==> src/rtl/spi_frame_pkg.sv <==
`default_nettype none
// ============================================================================
//  Module   : spi_frame_pkg
//  Purpose  : Shared word/channel geometry and receiver FSM encoding, so the
//             SPI master and the frame receiver agree on the frame layout.
//  Revision : 1.0  initial release
// ============================================================================
package spi_frame_pkg;

    // Frame geometry shared with spi_master
    localparam int DEF_DATA_W = 16;
    localparam int DEF_NUM_CH = 3;

    // Receiver FSM encoding
    typedef enum logic {
        IDLE  = 1'b0,
        SHIFT = 1'b1
    } rx_state_e;

endpackage : spi_frame_pkg
`default_nettype wire

==> src/rtl/spi_pin_sync.sv <==
`default_nettype none
// ============================================================================
//  Module   : spi_pin_sync
//  Purpose  : Multi-stage synchroniser for the asynchronous SPI pins plus edge
//             detection on Cs_n and Sclk_in. MOSI passes through the same
//             depth so its synced copy lines up with the synced Sclk rise.
//             SYNC_STAGES must be at least 2.
//  Revision : 1.0  initial release
// ============================================================================
module spi_pin_sync #(
    parameter int SYNC_STAGES = 2
) (
    input  logic Clk,
    input  logic Rst_n,
    input  logic cs_n_i,
    input  logic sclk_i,
    input  logic mosi_i,
    output logic cs_fall_o,
    output logic cs_rise_o,
    output logic sclk_rise_o,
    output logic mosi_o
);

    logic [SYNC_STAGES-1:0] cs_sync_q;
    logic [SYNC_STAGES-1:0] sclk_sync_q;
    logic [SYNC_STAGES-1:0] mosi_sync_q;
    logic                   cs_prev_q;
    logic                   sclk_prev_q;

    logic w_cs_s;
    logic w_sclk_s;

    // Synchroniser chains and one-cycle history; preset to the idle bus state
    always_ff @(posedge Clk or negedge Rst_n) begin
        if (!Rst_n) begin
            cs_sync_q   <= '1;
            sclk_sync_q <= '0;
            mosi_sync_q <= '0;
            cs_prev_q   <= 1'b1;
            sclk_prev_q <= 1'b0;
        end else begin
            cs_sync_q   <= {cs_sync_q[SYNC_STAGES-2:0], cs_n_i};
            sclk_sync_q <= {sclk_sync_q[SYNC_STAGES-2:0], sclk_i};
            mosi_sync_q <= {mosi_sync_q[SYNC_STAGES-2:0], mosi_i};
            cs_prev_q   <= w_cs_s;
            sclk_prev_q <= w_sclk_s;
        end
    end

    assign w_cs_s      = cs_sync_q[SYNC_STAGES-1];
    assign w_sclk_s    = sclk_sync_q[SYNC_STAGES-1];
    assign cs_fall_o   = cs_prev_q & ~w_cs_s;
    assign cs_rise_o   = ~cs_prev_q & w_cs_s;
    assign sclk_rise_o = ~sclk_prev_q & w_sclk_s;
    assign mosi_o      = mosi_sync_q[SYNC_STAGES-1];

endmodule : spi_pin_sync
`default_nettype wire

==> src/rtl/spi_frame_receiver.sv <==
`default_nettype none
// ============================================================================
//  Module   : spi_frame_receiver
//  Purpose  : SPI mode-0 slave deserialiser on the system clock. Rebuilds
//             DATA_W-bit words (MSB first), tags them with a rotating channel
//             index and classifies each Cs_n window as a good or bad frame.
//  Revision : 1.0  initial release
// ============================================================================
module spi_frame_receiver
    import spi_frame_pkg::*;
#(
    parameter int DATA_W      = DEF_DATA_W,
    parameter int NUM_CH      = DEF_NUM_CH,
    parameter int SYNC_STAGES = 2
) (
    input  logic              Clk,
    input  logic              Rst_n,
    input  logic              Cs_n,
    input  logic              Sclk_in,
    input  logic              MOSI,
    output logic [DATA_W-1:0] data_out,
    output logic [1:0]        ch_id,
    output logic              data_valid,
    output logic              frame_done,
    output logic              frame_err,
    output logic              busy,
    output logic [15:0]       frame_cnt
);

    localparam int                BCNT_W     = $clog2(DATA_W + 1);
    localparam logic [BCNT_W-1:0] C_BIT_LAST = BCNT_W'(DATA_W - 1);
    localparam logic [1:0]        C_CH_LAST  = 2'(NUM_CH - 1);

    logic w_cs_fall;
    logic w_cs_rise;
    logic w_sclk_rise;
    logic w_mosi;

    // The shift register holds only the bits before the LSB; the LSB is
    // appended directly when the word is assembled.
    rx_state_e                state_q,      state_d;
    logic [DATA_W-2:0]        shift_q,      shift_d;
    logic [BCNT_W-1:0]        bit_cnt_q,    bit_cnt_d;
    logic [1:0]               ch_cnt_q,     ch_cnt_d;
    logic                     word_seen_q,  word_seen_d;
    logic [DATA_W-1:0]        data_out_q,   data_out_d;
    logic [1:0]               ch_id_q,      ch_id_d;
    logic                     dvalid_q,     dvalid_d;
    logic                     fdone_q,      fdone_d;
    logic                     ferr_q,       ferr_d;
    logic [15:0]              frame_cnt_q,  frame_cnt_d;

    // Counter values after this cycle's bit capture; the frame decision uses them
    logic [BCNT_W-1:0]        w_bit_post;
    logic [1:0]               w_ch_post;
    logic                     w_seen_post;

    spi_pin_sync #(
        .SYNC_STAGES (SYNC_STAGES)
    ) u_pin_sync (
        .Clk         (Clk),
        .Rst_n       (Rst_n),
        .cs_n_i      (Cs_n),
        .sclk_i      (Sclk_in),
        .mosi_i      (MOSI),
        .cs_fall_o   (w_cs_fall),
        .cs_rise_o   (w_cs_rise),
        .sclk_rise_o (w_sclk_rise),
        .mosi_o      (w_mosi)
    );

    // Next-state logic: bit capture first, then the Cs_n-rise frame decision
    always_comb begin
        state_d     = state_q;
        shift_d     = shift_q;
        bit_cnt_d   = bit_cnt_q;
        ch_cnt_d    = ch_cnt_q;
        word_seen_d = word_seen_q;
        data_out_d  = data_out_q;
        ch_id_d     = ch_id_q;
        dvalid_d    = 1'b0;
        fdone_d     = 1'b0;
        ferr_d      = 1'b0;
        frame_cnt_d = frame_cnt_q;
        w_bit_post  = bit_cnt_q;
        w_ch_post   = ch_cnt_q;
        w_seen_post = word_seen_q;

        case (state_q)
            IDLE: begin
                if (w_cs_fall) begin
                    state_d     = SHIFT;
                    shift_d     = '0;
                    bit_cnt_d   = '0;
                    ch_cnt_d    = '0;
                    word_seen_d = 1'b0;
                end
            end

            SHIFT: begin
                if (w_sclk_rise) begin
                    if (bit_cnt_q == C_BIT_LAST) begin
                        data_out_d  = {shift_q, w_mosi};
                        ch_id_d     = ch_cnt_q;
                        dvalid_d    = 1'b1;
                        w_bit_post  = '0;
                        w_ch_post   = (ch_cnt_q == C_CH_LAST) ? 2'd0 : ch_cnt_q + 2'd1;
                        w_seen_post = 1'b1;
                    end else begin
                        shift_d    = {shift_q[DATA_W-3:0], w_mosi};
                        w_bit_post = bit_cnt_q + BCNT_W'(1);
                    end
                end
                bit_cnt_d   = w_bit_post;
                ch_cnt_d    = w_ch_post;
                word_seen_d = w_seen_post;

                if (w_cs_rise) begin
                    state_d = IDLE;
                    if ((w_bit_post == '0) && (w_ch_post == 2'd0) && w_seen_post) begin
                        fdone_d     = 1'b1;
                        frame_cnt_d = frame_cnt_q + 16'd1;
                    end else if ((w_bit_post != '0) || w_seen_post) begin
                        // Partial word simply stays in shift_q and is never published
                        ferr_d = 1'b1;
                    end
                end
            end

            default: state_d = IDLE;
        endcase
    end

    // State, datapath and output registers
    always_ff @(posedge Clk or negedge Rst_n) begin
        if (!Rst_n) begin
            state_q     <= IDLE;
            shift_q     <= '0;
            bit_cnt_q   <= '0;
            ch_cnt_q    <= '0;
            word_seen_q <= 1'b0;
            data_out_q  <= '0;
            ch_id_q     <= '0;
            dvalid_q    <= 1'b0;
            fdone_q     <= 1'b0;
            ferr_q      <= 1'b0;
            frame_cnt_q <= '0;
        end else begin
            state_q     <= state_d;
            shift_q     <= shift_d;
            bit_cnt_q   <= bit_cnt_d;
            ch_cnt_q    <= ch_cnt_d;
            word_seen_q <= word_seen_d;
            data_out_q  <= data_out_d;
            ch_id_q     <= ch_id_d;
            dvalid_q    <= dvalid_d;
            fdone_q     <= fdone_d;
            ferr_q      <= ferr_d;
            frame_cnt_q <= frame_cnt_d;
        end
    end

    assign data_out   = data_out_q;
    assign ch_id      = ch_id_q;
    assign data_valid = dvalid_q;
    assign frame_done = fdone_q;
    assign frame_err  = ferr_q;
    assign busy       = (state_q == SHIFT);
    assign frame_cnt  = frame_cnt_q;

endmodule : spi_frame_receiver
`default_nettype wire

==> config.mk <==
export PLATFORM = sky130hd
export DESIGN_NAME = spi_frame_receiver
export DESIGN_NICKNAME = d
export VERILOG_FILES = /design/src/rtl/spi_frame_pkg.sv /design/src/rtl/spi_pin_sync.sv /design/src/rtl/spi_frame_receiver.sv
export SDC_FILE = /design/constraint.sdc
export NUM_CORES = 1
export LEC_CHECK = 0
export CAP_MARGIN = 5
export CORE_MARGIN = 5
export CORE_UTILIZATION = 40
export CTS_CLUSTER_SIZE = 25
export DETAILED_ROUTE_END_ITERATION = 7
export DONT_BUFFER_PORTS = 1
export PLACE_DENSITY_LB_ADDON = 0.25
export SLEW_MARGIN = 20
export SYNTH_ARGS = -nofsm -noshare
export SYNTH_HDL_FRONTEND = slang
export SYNTH_SLANG_ARGS = --single-unit
export TNS_END_PERCENT = 20
==> constraint.sdc <==
create_clock -name Clk -period 2 [get_ports Clk]
set_input_delay 0.2 -clock Clk [delete_from_list [all_inputs] [get_ports Clk]]
set_output_delay 0.2 -clock Clk [all_outputs]
set_load 0.03 [all_outputs]
# [Yosys cells after proc, flatten, opt, wreduce, memory -nomap -nowiden]
# Cells that the tools add are included.
[word_totals] wordCells=73 register_bits=69 output_inout_bits=38
[classes] n_bitwise=7 muxes=33 n_eq_ne=5 addsub=3 n_reduce_logical=9
[op_table] operator="two-way mux 15 bit" count=3
[op_table] operator="one-hot mux 15 bit (2 select lines)" count=1
[op_table] operator="two-way mux 5 bit" count=4
[op_table] operator="adder 16 x 1 -> 16 bit, second input constant" count=1
[op_table] operator="two-way mux 1 bit" count=16
[op_table] operator="two-way mux 2 bit" count=5
[op_table] operator="one-hot mux 5 bit (2 select lines)" count=1
[op_table] operator="AND reduction 3 bit" count=3
[op_table] operator="adder 5 x 1 -> 5 bit, second input constant" count=1
[op_table] operator="== test 5 x 4 -> 1 bit, second input constant" count=1
[op_table] operator="logical NOT 5 bit" count=1
[op_table] operator="nonzero test 5 bit" count=1
[op_table] operator="inequality test 2 x 1 -> 1 bit, second input constant" count=2
[op_table] operator="NOT 1 bit" count=4
[op_table] operator="one-hot mux 1 bit (2 select lines)" count=2
[op_table] operator="one-hot mux 2 bit (2 select lines)" count=1
[op_table] operator="bitwise AND 1 bit" count=3
[op_table] operator="adder 2 x 1 -> 2 bit, second input constant" count=1
[op_table] operator="== test 2 bit, second input constant" count=1
[op_table] operator="logical AND 1 bit" count=2
[op_table] operator="logical NOT 2 bit" count=1
[op_table] operator="inequality test 2 bit, second input constant" count=1
[op_table] operator="logical OR 1 bit" count=1

# [Logic depth before layout (Yosys ltp)]
[logic_depth] word_depth=11 depth_mapped=8

# [Cells and area by module]
# A second synthesis with hierarchy kept.
[unflattened] hier_cells=232 hier_area_um2=2902.8
[modules_own_cells] mod="spi_frame_receiver" seq_area_each_um2=1526.5 area_per_inst_um2=2677.6 instances=1 cells_each=221
[modules_own_cells] mod="spi_pin_sync" seq_area_each_um2=203.9 area_per_inst_um2=225.2 instances=1 cells_each=11

# [Worst setup path after synthesis]
# No wires, ideal clock.
[synth_timing] kind="flip-flop to flip-flop" from="register bit_cnt_q[1]" to="register data_out_q[10], in the netlist data_out[10]" period_less_slack_ns=1.945 stages_incl_launch_ff=8 path_slack_ns=0.055 required_ns=1.875 arrival_time_ns=1.821 path_cell_list="dfrtp_1 > ha_1 > nand4b_2 > nor2_2 > nand2_1 > inv_2 > buf_8 > mux2_2"
[synth_between] elab_chain_cells=2
[synth_lines] element="start: declaration" line="spi_frame_receiver.sv:43" text="logic [BCNT_W-1:0] bit_cnt_q, bit_cnt_d;"
[synth_lines] element="start signal: assignment" line="spi_frame_receiver.sv:151" text="bit_cnt_q <= bit_cnt_d;"
[synth_lines] element="== test 5 x 4 -> 1 bit" line="spi_frame_receiver.sv:102" text="if (bit_cnt_q == C_BIT_LAST) begin"
[synth_lines] element="AND reduction 3 bit (no source line)"
[synth_lines] element="end signal: assignment" line="spi_frame_receiver.sv:154" text="data_out_q <= data_out_d;"
[synth_lines] element="end: declaration" line="spi_frame_receiver.sv:46" text="logic [DATA_W-1:0] data_out_q, data_out_d;"
# Every way passes these cells.
# A chain may end at the register's enable or synchronous reset.

# [Final worst setup path]
[layout_timing] from="register bit_cnt_q[0]" to="register frame_cnt_q[10], in the netlist frame_cnt[10]"
[layout_between] elab_chain_cells=8
[layout_lines] element="adder 5 x 1 -> 5 bit / == test 5 x 4 -> 1 bit (equally long branches)" line="spi_frame_receiver.sv:111, spi_frame_receiver.sv:102"
[layout_lines] element="two-way mux 5 bit / two-way mux 2 bit (equally long branches)" line="spi_frame_receiver.sv:102"
[layout_lines] element="two-way mux 5 bit / two-way mux 2 bit (equally long branches)" line="spi_frame_receiver.sv:101" text="if (w_sclk_rise) begin"
[layout_lines] element="two-way mux 5 bit / two-way mux 2 bit (equally long branches)" line="spi_frame_receiver.sv:89" text="case (state_q)"
[layout_lines] element="logical NOT 5 bit / logical NOT 2 bit (equally long branches)" line="spi_frame_receiver.sv:120" text="if ((w_bit_post == '0) && (w_ch_post == 2'd0) && w_seen_post) begin"
[layout_lines] element="logical AND 1 bit" line="spi_frame_receiver.sv:120"
[layout_lines] element="logical AND 1 bit (*)" line="spi_frame_receiver.sv:120"
[layout_lines] element="AND reduction 3 bit (no source line) (*)"
[layout_lines] element="end signal: assignment" line="spi_frame_receiver.sv:159" text="frame_cnt_q <= frame_cnt_d;"
[layout_lines] element="end: declaration" line="spi_frame_receiver.sv:51" text="logic [15:0] frame_cnt_q, frame_cnt_d;"
# Mark *: on every way between the ends. The rest lies on a longest branch, timed or not. The select of a mux whose other input is x is not followed.

==> results.cfg <==
[status]
status = finished, final reports clean

[setup_path]
worst-setup-path-type = flop to flop
r2r_start = bit_cnt_q[0]
cp-start-kind = flop
reg2reg_to = frame_cnt[10]
critPathCaptureType = flop
path_cells = ha_4, nand4b_2, o211a_4, o21ai_1, nor4_1, xor2_1
cpPeakStageDelay_ns = 0.41
rrSetupSlack_ns = 0.11
cp_slowest_cell = dfrtp_1
crit_required_ns = 2.21
critPathMaxFanout = 6
rr_worst_depth = 6
cp.arrival_ns = 2.11

[clock_tree]
cts_tree = built
cts-root-buf = clkbuf_8
ctsHtreeMaxLevel = 3
path_clk_slew_ns = 0.08
cts_num_sinks = 69
clkLatencyLatePin_ns = 0.34
numCtsBuffers = 9
clock_path_buffers = 2

[power_and_ir_drop]
power_mw = 2.95
p_leak_nw = 1.78
swShare = 0.267
clockPowerShare = 0.383
seqPwrFrac = 0.504
p_switching_uw = 787
p_int_mw = 2.16
pwr-share-comb = 0.113
power.density_nw_per_um2 = 811
vdd_drop_max_uv = 452

[placed_design]
port-buffer-count = 0
dp_slack_ns = -0.00517
hpwl_um = 4100
gp_congestion = 0.790

[die]
die_w_um = 97.2
io_pins = 43
die_area_um2 = 9440
die_h_um = 97.2
initial_core_util = 0.415
coreArea_um2 = 7330
rows = 31

[routing]
firstDrtPassIters = 4
wire_per_inst_um = 15.3
drtIter0Drc = 64
vias = 2105
drc = 0
viasPerCell = 5.17
ant_nets = 0
finalWirelength_um = 6210

[sta]
hold_viol_final = 0
min_period_ns = 1.89
rsz0062_at_grt = yes
min_period_over_period = 0.946
setup-violations-final = 0
worstMarginPinSlew_ns = 0.574
max_freq_ghz = 0.529
relSlewSlack = 0.617
clock_skew_ns = 0.0127
maxSlewViolCount = 0
worst_slack_ns = 0.108

[yosys]
synth-edff-count = 0
synth-simple-area-share = 0.222
synthMuxAreaShare = 0.0700
synthAdderAreaFrac = 0.00823
syn_area_um2 = 3040
synth_xor_area_frac = 0.0461
synth_top_family_by_area = simple AND/OR/NAND/NOR gates
yosysSeqAreaShare = 0.569
synthCells = 270
synth_compound_area_frac = 0.0617
synth_nets = 277
synth_cell_types = 54
synth_ff_type = dfrtp_1
ys_ff_latch = 69
synth_async_sr_flop_share = 1.00
yosysWarningCount = 0
syn_avg_cell_area_um2 = 11.3

[final_layout]
area_growth_pct = 19.6
layout_common_cells = dfrtp_1, nand2_1, buf_4
drive_gt1_frac = 0.276
num_antenna_cells = 0
fin_nets = 310
final_common_cell = dfrtp_1

[hold_path]
whs_endpoint = u_pin_sync.sclk_sync_q[1]
hp-start = u_pin_sync.sclk_sync_q[0]
min_delay_path_depth = 0
hold_path.class = flop to flop

[global_route]
overflow = 0
grt.total_usage = 0.140
grt_antenna_before_repair = 0
grt_pass1_vias = 2171
grt_first_pass_wirelength_um = 10600
grt_max_degree = 70

[job]
max_cap_violations = 0
-- critical path: cells and delay by family, from the launching register on --
kind / cells / cell delay, ns
compound gates: 2 / 0.68
fa+ha+maj: 1 / 0.18
flops: 1 / 0.41
simple gates: 2 / 0.34
xor+xnor: 1 / 0.15
-- per-stage QoR --
stage,area (µm²),util,TNS [ns],hold slack [ns],std cells
2_1_floorplan,3040,-,0,-0.0956,270
3_3_place_gp,3280,0.447,0,-0.0934,383
3_5_place_dp,3280,0.447,-0.0186,-0.0936,383
4_1_cts,3560,0.485,0,0.356,405
5_1_grt,3640,0.496,-0.0548,0.364,407
6_report,3640,0.496,0,0.352,407
-- registers in the layout, summed over array words and instances, names as in the netlist --
signal	cells
ch_cnt_q	2
u_pin_sync.cs_sync_q	2
busy	1
frame_done	1
frame_cnt	16
frame_err	1
bit_cnt_q	5
u_pin_sync.sclk_sync_q	2
shift_q	15
u_pin_sync.cs_prev_q	1
data_valid	1
ch_id	2
u_pin_sync.mosi_sync_q	2
u_pin_sync.sclk_prev_q	1
word_seen_q	1
data_out	16
-- repair_timing --
action,CTS,global route
endpoints found under the setup margin,19,46
endpoints found under the hold margin,72,0
pin swaps,3,3
hold buffers,5,0
gates resized for setup,3,12
setup buffers,1,2
-- synth_stat cells, drive strengths merged, types with 2 or more instances --
| library cell | instances | area, µm² |
|---|---|---|
| a21oi | 3 | 15.0 |
| and3 | 2 | 12.5 |
| and4 | 3 | 26.3 |
| and4bb | 2 | 25.0 |
| buf | 4 | 36.3 |
| clkbuf | 4 | 15.0 |
| dfrtp | 66 | 1650 |
| dfstp | 3 | 78.8 |
| ha | 2 | 25.0 |
| inv | 5 | 18.8 |
| mux2 | 18 | 203 |
| nand2 | 50 | 188 |
| nand2b | 3 | 18.8 |
| nand3 | 25 | 130 |
| nand3b | 2 | 27.5 |
| nand4 | 7 | 43.8 |
| nor2 | 7 | 28.8 |
| nor2b | 2 | 12.5 |
| nor3 | 4 | 36.3 |
| nor4 | 8 | 50.1 |
| o21a | 3 | 22.5 |
| o21ai | 11 | 55.1 |
| or3 | 2 | 13.8 |
| xnor2 | 6 | 52.6 |
| xor2 | 10 | 87.6 |
-- layer usage --
metal / GRT usage / part of all wire
met5: 0 / 0
met4: 0.0540 / 0.015
met3: 0.0653 / 0.083
met2: 0.205 / 0.45
met1: 0.178 / 0.45
-- cells by family (layout without fill, tap and decap cells) --
| family | count (synthesis) | after routing |
|---|---|---|
| compound gates | 27 | 27 |
| flops | 69 | 69 |
| fa+ha+maj | 2 | 2 |
| buf+inv | 13 | 51 |
| mux | 19 | 19 |
| simple gates | 124 | 124 |
| xor+xnor | 16 | 16 |
-- power by group through the flow --
stage          Sequential (mW)  Clock, mW  Combinational, mW
6_report                  1.49       1.13              0.333
3_3_place_gp              1.51          0              0.245
2_1_floorplan             1.51          0              0.160
4_1_cts                   1.48       1.18              0.306
5_1_grt                   1.49       1.25              0.373
3_5_place_dp              1.51          0              0.251
-- cell type report --
class                   instances  area [µm²]
clock buffers                   9         124
clock inverters                 7        72.6
fillers                       659        3690
inverters                       5        23.8
multi-input cells             188        1310
flip-flops and latches         69        1730
well taps                      99         124
repair buffers                 30         255
-- worst max-delay path by stage --
stage / from / endpoint / slack (ns)
finish: bit_cnt_q[0] / frame_cnt[10] / 0.11
CTS: bit_cnt_q[1] / frame_cnt[8] / 0.05
global route: bit_cnt_q[0] / frame_cnt[13] / -0.05
detailed placement: bit_cnt_q[1] / data_out[10] / -0.005
floorplan: bit_cnt_q[1] / data_out[10] / 0.05
global placement: bit_cnt_q[1] / frame_cnt[12] / 0.008
Power figures use the tool's default switching activity.
